### src/rtl/imem_arb_pkg.sv
// Shared types and defaults for the instruction-memory port arbiter.
package imem_arb_pkg;

  localparam int unsigned STARVE_MAX_DEF = 4;

  typedef enum logic {
    NORM = 1'b0,
    LOCK = 1'b1
  } arb_state_e;

  typedef enum logic [1:0] {
    NONE   = 2'd0,
    FETCH  = 2'd1,
    LOADER = 2'd2
  } owner_e;

endpackage

### src/rtl/imem_arb_starve_ctr.sv
// Saturating count of fetch wins over a pending loader request; force_c
// tells the arbiter to hand the next slot to the loader.
module imem_arb_starve_ctr
  import imem_arb_pkg::*;
#(
  parameter int unsigned STARVE_MAX = STARVE_MAX_DEF
) (
  input  logic clk,
  input  logic rst,
  input  logic l_req,
  input  logic f_gnt,
  input  logic l_gnt,
  output logic force_c
);

  localparam int unsigned CNT_W = $clog2(STARVE_MAX + 1);

  logic [CNT_W-1:0] cnt;

  always_ff @(posedge clk or negedge rst) begin
    if (!rst) begin
      cnt <= '0;
    end else if (!l_req || l_gnt) begin
      cnt <= '0;
    end else if (f_gnt && (cnt != CNT_W'(STARVE_MAX))) begin
      cnt <= cnt + CNT_W'(1);
    end
  end

  assign force_c = (cnt == CNT_W'(STARVE_MAX));

endmodule

### src/rtl/imem_port_arbiter.sv
// Arbitrates the single-port instruction memory between fetch and the loader.
// Optional IMEM_ARB_STATS_EN adds fetch-stall and forced-grant counters.
module imem_port_arbiter
  import imem_arb_pkg::*;
#(
  parameter int unsigned ADDR_W     = 10,
  parameter int unsigned DATA_W     = 32,
  parameter int unsigned STARVE_MAX = STARVE_MAX_DEF
) (
  input  logic              clk,
  input  logic              rst,
  input  logic              f_req,
  input  logic [31:0]       f_addr,
  output logic              f_gnt,
  output logic              f_rvalid,
  output logic [DATA_W-1:0] f_rdata,
  input  logic              l_req,
  input  logic              l_we,
  input  logic              l_lock,
  input  logic [31:0]       l_addr,
  input  logic [DATA_W-1:0] l_wdata,
  output logic              l_gnt,
  output logic              l_rvalid,
  output logic [DATA_W-1:0] l_rdata,
  output logic              mem_en,
  output logic              mem_we,
  output logic [ADDR_W-1:0] mem_addr,
  output logic [DATA_W-1:0] mem_wdata,
  input  logic [DATA_W-1:0] mem_rdata
`ifdef IMEM_ARB_STATS_EN
  ,
  output logic [15:0]       stat_fetch_stall,
  output logic [15:0]       stat_force_cnt
`endif
);

  arb_state_e        state, state_nxt;
  owner_e            owner, owner_nxt;
  logic              force_c;
  logic              locked;
  logic [ADDR_W-1:0] f_idx, l_idx;
  logic [DATA_W-1:0] f_hold, l_hold;
  logic              unused_addr_bits;

  assign f_idx = f_addr[ADDR_W+1:2];
  assign l_idx = l_addr[ADDR_W+1:2];
  assign unused_addr_bits = ^{f_addr[31:ADDR_W+2], f_addr[1:0],
                              l_addr[31:ADDR_W+2], l_addr[1:0]};

  imem_arb_starve_ctr #(
    .STARVE_MAX(STARVE_MAX)
  ) u_starve (
    .clk    (clk),
    .rst    (rst),
    .l_req  (l_req),
    .f_gnt  (f_gnt),
    .l_gnt  (l_gnt),
    .force_c(force_c)
  );

  // State and response-owner registers
  always_ff @(posedge clk or negedge rst) begin
    if (!rst) begin
      state <= NORM;
      owner <= NONE;
    end else begin
      state <= state_nxt;
      owner <= owner_nxt;
    end
  end

  // Grant decision, lock transitions and next response owner
  always_comb begin
    f_gnt     = 1'b0;
    l_gnt     = 1'b0;
    state_nxt = state;
    owner_nxt = NONE;
    // A dropped lock releases the port in the same cycle
    locked    = (state == LOCK) && l_lock;

    if (locked) begin
      l_gnt = l_req;
    end else if (l_req && (!f_req || force_c)) begin
      l_gnt = 1'b1;
    end else begin
      f_gnt = f_req;
    end

    case (state)
      NORM:    if (l_gnt && l_lock) state_nxt = LOCK;
      LOCK:    if (!l_lock) state_nxt = NORM;
      default: state_nxt = NORM;
    endcase

    if (f_gnt) begin
      owner_nxt = FETCH;
    end else if (l_gnt && !l_we) begin
      owner_nxt = LOADER;
    end
  end

  assign mem_en    = f_gnt | l_gnt;
  assign mem_we    = l_gnt & l_we;
  assign mem_addr  = l_gnt ? l_idx : f_idx;
  assign mem_wdata = l_wdata;

  // Hold last delivered word per requester between responses
  always_ff @(posedge clk or negedge rst) begin
    if (!rst) begin
      f_hold <= '0;
      l_hold <= '0;
    end else begin
      if (owner == FETCH)  f_hold <= mem_rdata;
      if (owner == LOADER) l_hold <= mem_rdata;
    end
  end

  assign f_rvalid = (owner == FETCH);
  assign l_rvalid = (owner == LOADER);
  assign f_rdata  = f_rvalid ? mem_rdata : f_hold;
  assign l_rdata  = l_rvalid ? mem_rdata : l_hold;

`ifdef IMEM_ARB_STATS_EN
  logic forced;

  assign forced = l_gnt && f_req && force_c && !locked;

  always_ff @(posedge clk or negedge rst) begin
    if (!rst) begin
      stat_fetch_stall <= '0;
      stat_force_cnt   <= '0;
    end else begin
      if (f_req && !f_gnt && (stat_fetch_stall != 16'hFFFF))
        stat_fetch_stall <= stat_fetch_stall + 16'd1;
      if (forced && (stat_force_cnt != 16'hFFFF))
        stat_force_cnt <= stat_force_cnt + 16'd1;
    end
  end
`endif

endmodule

### config.mk
export PLATFORM = sky130hd
export DESIGN_NAME = imem_port_arbiter
export DESIGN_NICKNAME = d
export VERILOG_FILES = /design/src/rtl/imem_arb_pkg.sv /design/src/rtl/imem_arb_starve_ctr.sv /design/src/rtl/imem_port_arbiter.sv
export SDC_FILE = /design/constraint.sdc
export NUM_CORES = 1
export LEC_CHECK = 0
export CORE_MARGIN = 2
export CORE_UTILIZATION = 34
export CTS_BUF_LIST = sky130_fd_sc_hd__clkbuf_2
export CTS_CLUSTER_DIAMETER = 120
export DETAILED_ROUTE_END_ITERATION = 7
export PLACE_DENSITY = 0.85
export SLEW_MARGIN = 20
export SYNTH_ARGS = -nofsm -noshare
export SYNTH_HDL_FRONTEND = slang
export SYNTH_SLANG_ARGS = --single-unit
### constraint.sdc
create_clock -name clk -period 2 [get_ports clk]
set_input_delay 0.4 -clock clk [delete_from_list [all_inputs] [get_ports clk]]
set_output_delay 0.4 -clock clk [all_outputs]
set_load 0.05 [all_outputs]
### Yosys cells after proc, flatten, opt, wreduce, memory -nomap -nowiden

Index checks and enable logic that the tools add are counted.

| cells by class | value |
|---|---|
| bitwise operators | 3 |
| $add $sub $neg | 1 |
| reductions and logical operators | 11 |
| equality and inequality tests | 4 |
| mux-type cells | 14 |

Operators with widths:

| operator | number |
|---|---|
| 32-bit two-way mux | 2 |
| 10-bit two-way mux | 1 |
| 1-bit two-way mux | 6 |
| 3-bit two-way mux | 2 |
| 1-bit logical AND | 5 |
| 2-bit two-way mux | 2 |
| 3-bit by 1-bit adder with 3-bit output (second input constant) | 1 |
| 3-bit equality test (second input constant) | 1 |
| 1-bit zero test | 3 |
| 3-bit != test (second input constant) | 1 |
| 2-bit by 1-bit equality test with 1-bit output (second input constant) | 1 |
| 2-bit equality test (second input constant) | 1 |
| 1-bit logical OR | 2 |
| 1-bit case mux with 2 select lines | 1 |
| 2-bit nonzero test | 1 |
| 1-bit bitwise AND | 1 |
| 1-bit inverter | 1 |
| 1-bit OR | 1 |

| storage, ports and cells | value |
|---|---|
| output and inout bits | 112 |
| bits in registers | 70 |

### Depth between registers and ports, before layout

Gate-level depths: netlist (run 1).

| depth | value |
|---|---|
| depth after elaboration | 8 |
| depth in mapped cells | 7 |
| depth with buffers taken out | 6 |

### Cells and area by module

Synthesis (run 1) repeated with hierarchy kept, for this count alone.

| unflattened totals | value |
|---|---|
| cells, all modules | 214 |
| area total of the unflattened synthesis | 3160.5 sq um |

By module, submodules not included:

| module | area an instance (sq um) | cells each | times used |
|---|---|---|---|
| imem_port_arbiter | 2957.8 | 196 | 1 |
| imem_arb_starve_ctr | 202.7 | 18 | 1 |

### Worst setup path before layout (run 1)

No wires, ideal clock.

| path | value |
|---|---|
| path kind | flip-flop to output port |
| start | register u_starve.cnt[0] |
| end | output port mem_we |
| data arrival time | 1.607 ns |
| path buffers | 1 |
| stages on the path, launching flop included | 8 |
| slack | -0.007 ns |
| cells stage by stage | dfrtp_1 -> inv_1 -> ha_1 -> and2_4 -> o21ai_4 -> buf_12 -> inv_2 -> and2_1 |

| between the ends | value |
|---|---|
| cells in the longest elaborated chain, start to end | 6 |

RTL lines:

| element | line | text |
|---|---|---|
| start, declared | imem_arb_starve_ctr.sv:18 | `logic [CNT_W-1:0] cnt;` |
| start signal, assigned | imem_arb_starve_ctr.sv:26 | `cnt <= cnt + CNT_W'(1);` |
| 3-bit equality test | imem_arb_starve_ctr.sv:30 | `assign force_c = (cnt == CNT_W'(STARVE_MAX));` |
| 1-bit logical OR | imem_port_arbiter.sv:83 | `end else if (l_req && (!f_req \|\| force_c)) begin` |
| 1-bit logical AND | imem_port_arbiter.sv:83 |  |
| 1-bit two-way mux | imem_port_arbiter.sv:83 |  |
| 1-bit two-way mux | imem_port_arbiter.sv:81 | `if (locked) begin` |
| via l_gnt | imem_port_arbiter.sv:22 | `output logic l_gnt,` |
| 1-bit bitwise AND | imem_port_arbiter.sv:103 | `assign mem_we = l_gnt & l_we;` |
| end, declared | imem_port_arbiter.sv:26 | `output logic mem_we,` |

The timed path passes the listed nets, and every way through them passes these cells.

### Final worst setup path (run 1)

| path | value |
|---|---|
| start | register u_starve.cnt[1] |
| end | output port mem_addr[1] |

| between the ends | value |
|---|---|
| cells in the longest elaborated chain, start to end | 6 |

RTL lines:

| element | line | text |
|---|---|---|
| 3-bit equality test | imem_arb_starve_ctr.sv:30 |  |
| 1-bit logical OR | imem_port_arbiter.sv:83 |  |
| 1-bit logical AND | imem_port_arbiter.sv:83 |  |
| 1-bit two-way mux | imem_port_arbiter.sv:83 |  |
| 1-bit two-way mux | imem_port_arbiter.sv:81 |  |
| 10-bit two-way mux | imem_port_arbiter.sv:104 | `assign mem_addr = l_gnt ? l_idx : f_idx;` |
| end, declared | imem_port_arbiter.sv:27 | `output logic [ADDR_W-1:0] mem_addr,` |

No other way between the ends.

==> impl_metrics.yaml, run 1 <==
logic_synthesis:
  synth_area_leaders: "dfrtp_1 57%, mux2_2 24%, buf_4 8.5%"
  synth-xor-area-share_pct: 0.283
  syn_area_sq_um: 3090
  synth_top_cell_area_share_pct: 56.6
  synth-simple-area-share_pct: 1.90
  ys_warn_count: 0
  syn_area_per_cell_sq_um: 14.7
  yosysMostFrequentCell: "dfrtp_1"
  synth_compound_area_share_pct: 1.94
  synth_top_family_by_area: "multiplexers"
  ys.flop_type: "dfrtp_1"
  synth_largest_area_cell: "dfrtp_1"
  synthCells: 210
  async_flop_share_pct: 100
  synthMuxAreaShare_pct: 27.9
  seq_area_frac_synth_pct: 56.6
  yosys-top-cells-count: "70 x dfrtp_1, 66 x mux2_2, 35 x buf_4, 8 x mux2_4, 5 x buf_2"
  synth_nets: 346
  yosysUniqueCellTypes: 23
  synth_edf_count: 0
  synthAdderAreaFrac_pct: 0.809
  synth_seq_cells: 70
power:
  vdd_ir_drop_max_v: 0.000554
  p_leak_nw: 2.79
  powerDensity_nw_per_um2: 970
die:
  io_pins: 246
  dieArea_sq_um: 9880
  die_w_um: 99.4
  die_y_um: 99.4
  core_sq_um: 8760
  core.rowCount: 34
  start_util_pct: 35.3
sta:
  layout_setup_ws_ps: -488
  rsz0062_at_grt: "true"
  min_period_ps: 2490
  worst_clock_skew_ps: 28.0
  post-route-period-util_pct: 124
  setup_viol: 80
  tightest_slew_ps: 508
  drv_slew: 0
  tns_ps: -22200
  hold_viol_final: 0
  maxSlewHeadroom_pct: 66.2
  fmax_mhz: 402
global_routing:
  antenna_found_initial: 0
  grt_max_degree: 41
  grt_first_pass_wirelength_mm: 14.9
  grt_pass1_vias: 2695
  gr-usage-all-layers_pct: 19.8
  grt.overflow.total: 0
outcome:
  violations: "negative setup slack"
  status: "complete, but fails checks"
route:
  viasPerCell: 4.70
  wl_per_cell_um: 19.2
  post-route-drc-count: 0
  drt_iter0_markers: 32
  dr.pass1.iters: 3
  final_antenna_net_count: 0
  num_vias: 2299
  routed_wl_mm: 9.37
clock_network:
  tritoncts: "built"
  root_buffer: "clkbuf_2"
  cts_max_level: 3
  path_clk_slew_ps: 220
  clock_sinks: 70
  cts_buffer_depth: 2
  worstSkewPairLatency_ps: 520
  cts_inserted_buffers: 9
setup_path:
  end_kind: "primary output"
  critical_path_peak_fanout: 5
  rr_startpoint: "owner[1]"
  reg2reg_to: "f_hold[18]"
  required_ps: 1600
  crit_type: "flop to primary output"
  rrSetupSlack_ps: 500
  cp.arrival_ps: 2090
  rr_worst_depth: 5
  startpoint_type: "flop"
cells_and_area:
  fillers: 616
  area_growth_pct: 89.5
  fin_area_sq_um: 5860
  nNetsFinal: 513
  drive_above_1_share_pct: 63.0
  n_antenna_cell: 0
worst_hold_path:
  worst_hold_path_type: "input port to async pin"
placement:
  portBuffers: 137
  gp_congestion: 0.716
  placed_area_sq_um: 4690
  dp.final_hpwl_mm: 5.75
run:
  maxCapViolCount: 0
## worst max-delay path: stages, from the launching register on
cell and delay [ps]:
dfrtp_1 390, inv_1 50, ha_2 180, and2_4 160, o21ai_4 180, buf_6 160, mux2_4 320, buf_8 150
## registers in the layout, indices dropped and copies added (netlist names)
| register | flops |
|---|---|
| u_starve.cnt | 3 |
| owner | 2 |
| f_hold | 32 |
| l_hold | 32 |
| state | 1 |
## through the flow
stage	power, mW	cells	hold slack [ps]	setup WS [ps]	util, %
after floorplan	3.36	210	104	36.7	-
after global placement	4.15	428	441	-367	53.5
after detailed placement	4.21	428	470	-399	53.5
after CTS	5.69	485	376	-564	67.5
after global routing	5.92	489	376	-630	66.9
final	5.69	489	414	-488	66.9
## placed cells by master (no fill, tap or decap), types with 2 or more instances in the layout
| cell type | n |
|---|---|
| buf_6 | 19 |
| buf_8 | 40 |
| nor2_1 | 4 |
| buf_12 | 40 |
| and2_4 | 2 |
| mux2_2 | 2 |
| buf_16 | 3 |
| dfrtp_1 | 69 |
| a21boi_0 | 2 |
| inv_1 | 3 |
| clkinv_4 | 2 |
| buf_4 | 37 |
| clkdlybuf4s50_1 | 56 |
| clkbuf_2 | 10 |
| mux2_4 | 72 |
## kinds of logic (layout without fill, tap and decap cells)
group | after synthesis | in the layout
mux | 74 | 74
flops | 70 | 70
buf+inv | 46 | 217
simple gates | 11 | 11
compound gates | 6 | 6
fa+ha+maj | 2 | 2
xor+xnor | 1 | 1
## cell type report
class,count,area [sq um],area share (%)
inverter,5,26.3,0.448
timing repair buffer,197,2550,43.5
clock inverter,5,60.1,1.02
sequential,70,1750,29.9
clock buffer,10,50.0,0.854
multi-input combinational,94,1290,22.0
tap,108,135,2.30
## power breakdown
part,leakage (nW),internal (mW),total (mW),switching (mW)
Clock,0.0684,0.291,0.799,0.507
Sequential,0.833,1.67,1.75,0.0858
Combinational,1.89,1.54,3.13,1.59
## layer usage
metal	share of wire, %	global-route usage [%]	vias up	wire (um)
li1	-	-	1016	-
met1	37	21.3	1161	3440
met2	54	36.8	111	5100
met3	7.6	7.24	11	714
met4	1.2	4.64	0	108
met5	0	0	-	0
## what timing repair did
item / CTS / global route
endpoints found under the setup margin: 79 / 80
buffers inserted: 32 / 16
pin swaps: 4 / 3
resized for setup: 165 / 29
endpoints found under the hold margin: 70 / 0
gates cloned: 9 / 0
hold buffers: 1 / 0
## worst max path at each step
stage                          startpoint          end  slack [ps]  cells past startpoint
after global placement              f_req  mem_addr[4]        -370                      6
after floorplan           u_starve.cnt[0]        f_gnt          40                      4
after CTS                 u_starve.cnt[1]  mem_addr[1]        -560                      8
after detailed placement            f_req  mem_addr[4]        -400                      6
after global routing      u_starve.cnt[1]  mem_addr[1]        -630                      7
final                     u_starve.cnt[1]  mem_addr[1]        -490                      7
No activity file was read; power rests on OpenSTA's default activity.
==> run 2: changes to the inputs <==
--- a/config.mk
+++ b/config.mk
@@ -5,10 +5,10 @@
 export SDC_FILE = /design/constraint.sdc
 export NUM_CORES = 1
 export LEC_CHECK = 0
-export CORE_MARGIN = 2
 export CORE_UTILIZATION = 34
 export CTS_BUF_LIST = sky130_fd_sc_hd__clkbuf_2
 export CTS_CLUSTER_DIAMETER = 120
+export CTS_CLUSTER_SIZE = 8
 export DETAILED_ROUTE_END_ITERATION = 7
 export PLACE_DENSITY = 0.85
 export SLEW_MARGIN = 20
==> impl_metrics.yaml, run 2 (synthesis gave the netlist of run 1 again) <==
cells_and_area:
  top_regs: "f_hold (32), l_hold (32), u_starve.cnt (3)"
  fin_area_sq_um: 5950
  final_common_cell: "mux2_4"
  fin_cells: 492
  nNetsFinal: 515
  area_growth_pct: 92.2
  n_antenna_cell: 0
  final_cell_mix: "74 x mux2_4, 70 x dfrtp_1, 56 x clkdlybuf4s50_1"
  drive_above_1_share_pct: 62.5
  fillers: 580
route:
  drt_iter0_markers: 26
  viasPerCell: 4.66
  routed_wl_mm: 9.16
  final_antenna_net_count: 0
  post-route-drc-count: 0
  num_vias: 2293
  wl_per_cell_um: 18.6
  dr.pass1.iters: 4
die:
  start_util_pct: 35.3
  die_y_um: 97.4
  die_w_um: 97.4
  io_pins: 246
  dieArea_sq_um: 9490
  core.rowCount: 34
  core_sq_um: 8760
setup_path:
  rrSetupSlack_ps: 330
  crit_type: "flop to primary output"
  rr_startpoint: "u_starve.cnt[0]"
  startpoint_type: "flop"
  critical_path_peak_fanout: 9
  startpoint: "u_starve.cnt[0]"
  end_kind: "primary output"
  cp.arrival_ps: 2050
  required_ps: 1600
sta:
  whs_ps: 463
  drv_slew: 0
  post-route-period-util_pct: 123
  min_period_ps: 2450
  rsz0062_at_grt: "true"
  setup_viol: 78
  worst_clock_skew_ps: 26.6
  hold_viol_final: 0
  fmax_mhz: 408
  maxSlewHeadroom_pct: 74.7
  tightest_slew_ps: 379
  layout_setup_ws_ps: -453
power:
  clkPwrFrac_pct: 15.5
  powerDensity_nw_per_um2: 972
  p_comb_share_pct: 54.2
  vdd_ir_drop_max_v: 0.000558
  power_mw: 5.78
  sw_frac_of_total_pct: 37.5
  p_leak_nw: 2.83
  intPower_mw: 3.61
  power_switching_mw: 2.17
  pwr-share-seq_pct: 30.3
clock_network:
  clock_sinks: 70
  root_buffer: "clkbuf_2"
  cts_inserted_buffers: 9
  tritoncts: "built"
  worstSkewPairLatency_ps: 470
  cts_buffer_depth: 2
  path_clk_slew_ps: 200
  cts_max_level: 3
global_routing:
  grt_max_degree: 71
  grt_first_pass_wirelength_mm: 14.5
  antenna_found_initial: 0
  grt.overflow.total: 0
  gr-usage-all-layers_pct: 19.8
  grt_pass1_vias: 2641
placement:
  gp_congestion: 0.723
  placed_area_sq_um: 4710
  dp.final_hpwl_mm: 5.15
  place_inst: 429
  portBuffers: 137
run:
  maxCapViolCount: 0
outcome:
  status: "complete, but fails checks"
  violations: "negative setup slack"
worst_hold_path:
  worst_hold_path_type: "input port to async pin"
==> run 2: per-stage QoR <==
step           setup TNS [ps]  util, %  setup slack [ps]
6_report               -20210     67.8              -453
5_1_grt                -31130     67.8              -593
4_1_cts                -27230     68.7              -504
3_5_place_dp            -3940     53.8              -338
3_3_place_gp            -3850     53.8              -327
2_1_floorplan               0        -              36.7
==> run 2: critical path, stage by stage, from the launching register on <==
cell and delay [ps]:
dfrtp_1 400, inv_1 50, ha_2 180, and2_4 160, o21ai_4 170, buf_12 160
mux2_4 310, buf_6 150
==> run 2: final cells by class <==
type	count	area, sq um	share of cell area [%]
Multi-Input combinational cell	94	1290	21.8
Clock inverter	7	88.8	1.49
Sequential cell	70	1750	29.5
Inverter	5	21.3	0.358
Tap cell	108	135	2.27
Timing Repair Buffer	199	2610	43.9
Clock buffer	9	45.0	0.758
==> run 2: power groups by stage <==
stage               clock, mW  sequential, mW  combinational (mW)
detailed placement          0            1.77                2.43
finish                  0.899            1.75                3.13
global placement            0            1.75                2.40
global route             1.00            1.78                3.23
CTS                     0.946            1.75                3.11
floorplan                   0            1.74                1.62
==> run 2: metal layers <==
layer	GRT usage [%]	part of all wire [%]	vias to the layer above
met5	0	0	-
met4	3.73	0.86	0
met3	6.76	6.6	12
met2	36.0	54	110
met1	22.5	39	1150
li1	-	-	1021
==> run 2: path summary, 6_finish.rpt <==
path	endpoint	cells past startpoint
worst min-delay path	l_hold[20]	3
worst max-delay path	mem_addr[6]	7
worst max register to register	owner[0]	10
min in group clk	owner[1]	2
worst min register to register	f_hold[26]	1
max in group asynchronous	f_hold[4]	3
==> run 2: repair_timing <==
item                                   4_1_cts  5_1_grt
cloned                                       8        0
endpoints found under the hold margin       70        0
pin swaps                                    2        2
setup endpoints to repair                   78       80
setup buffers                               34       12
hold buffers                                 1        0
resized for setup                          175       11
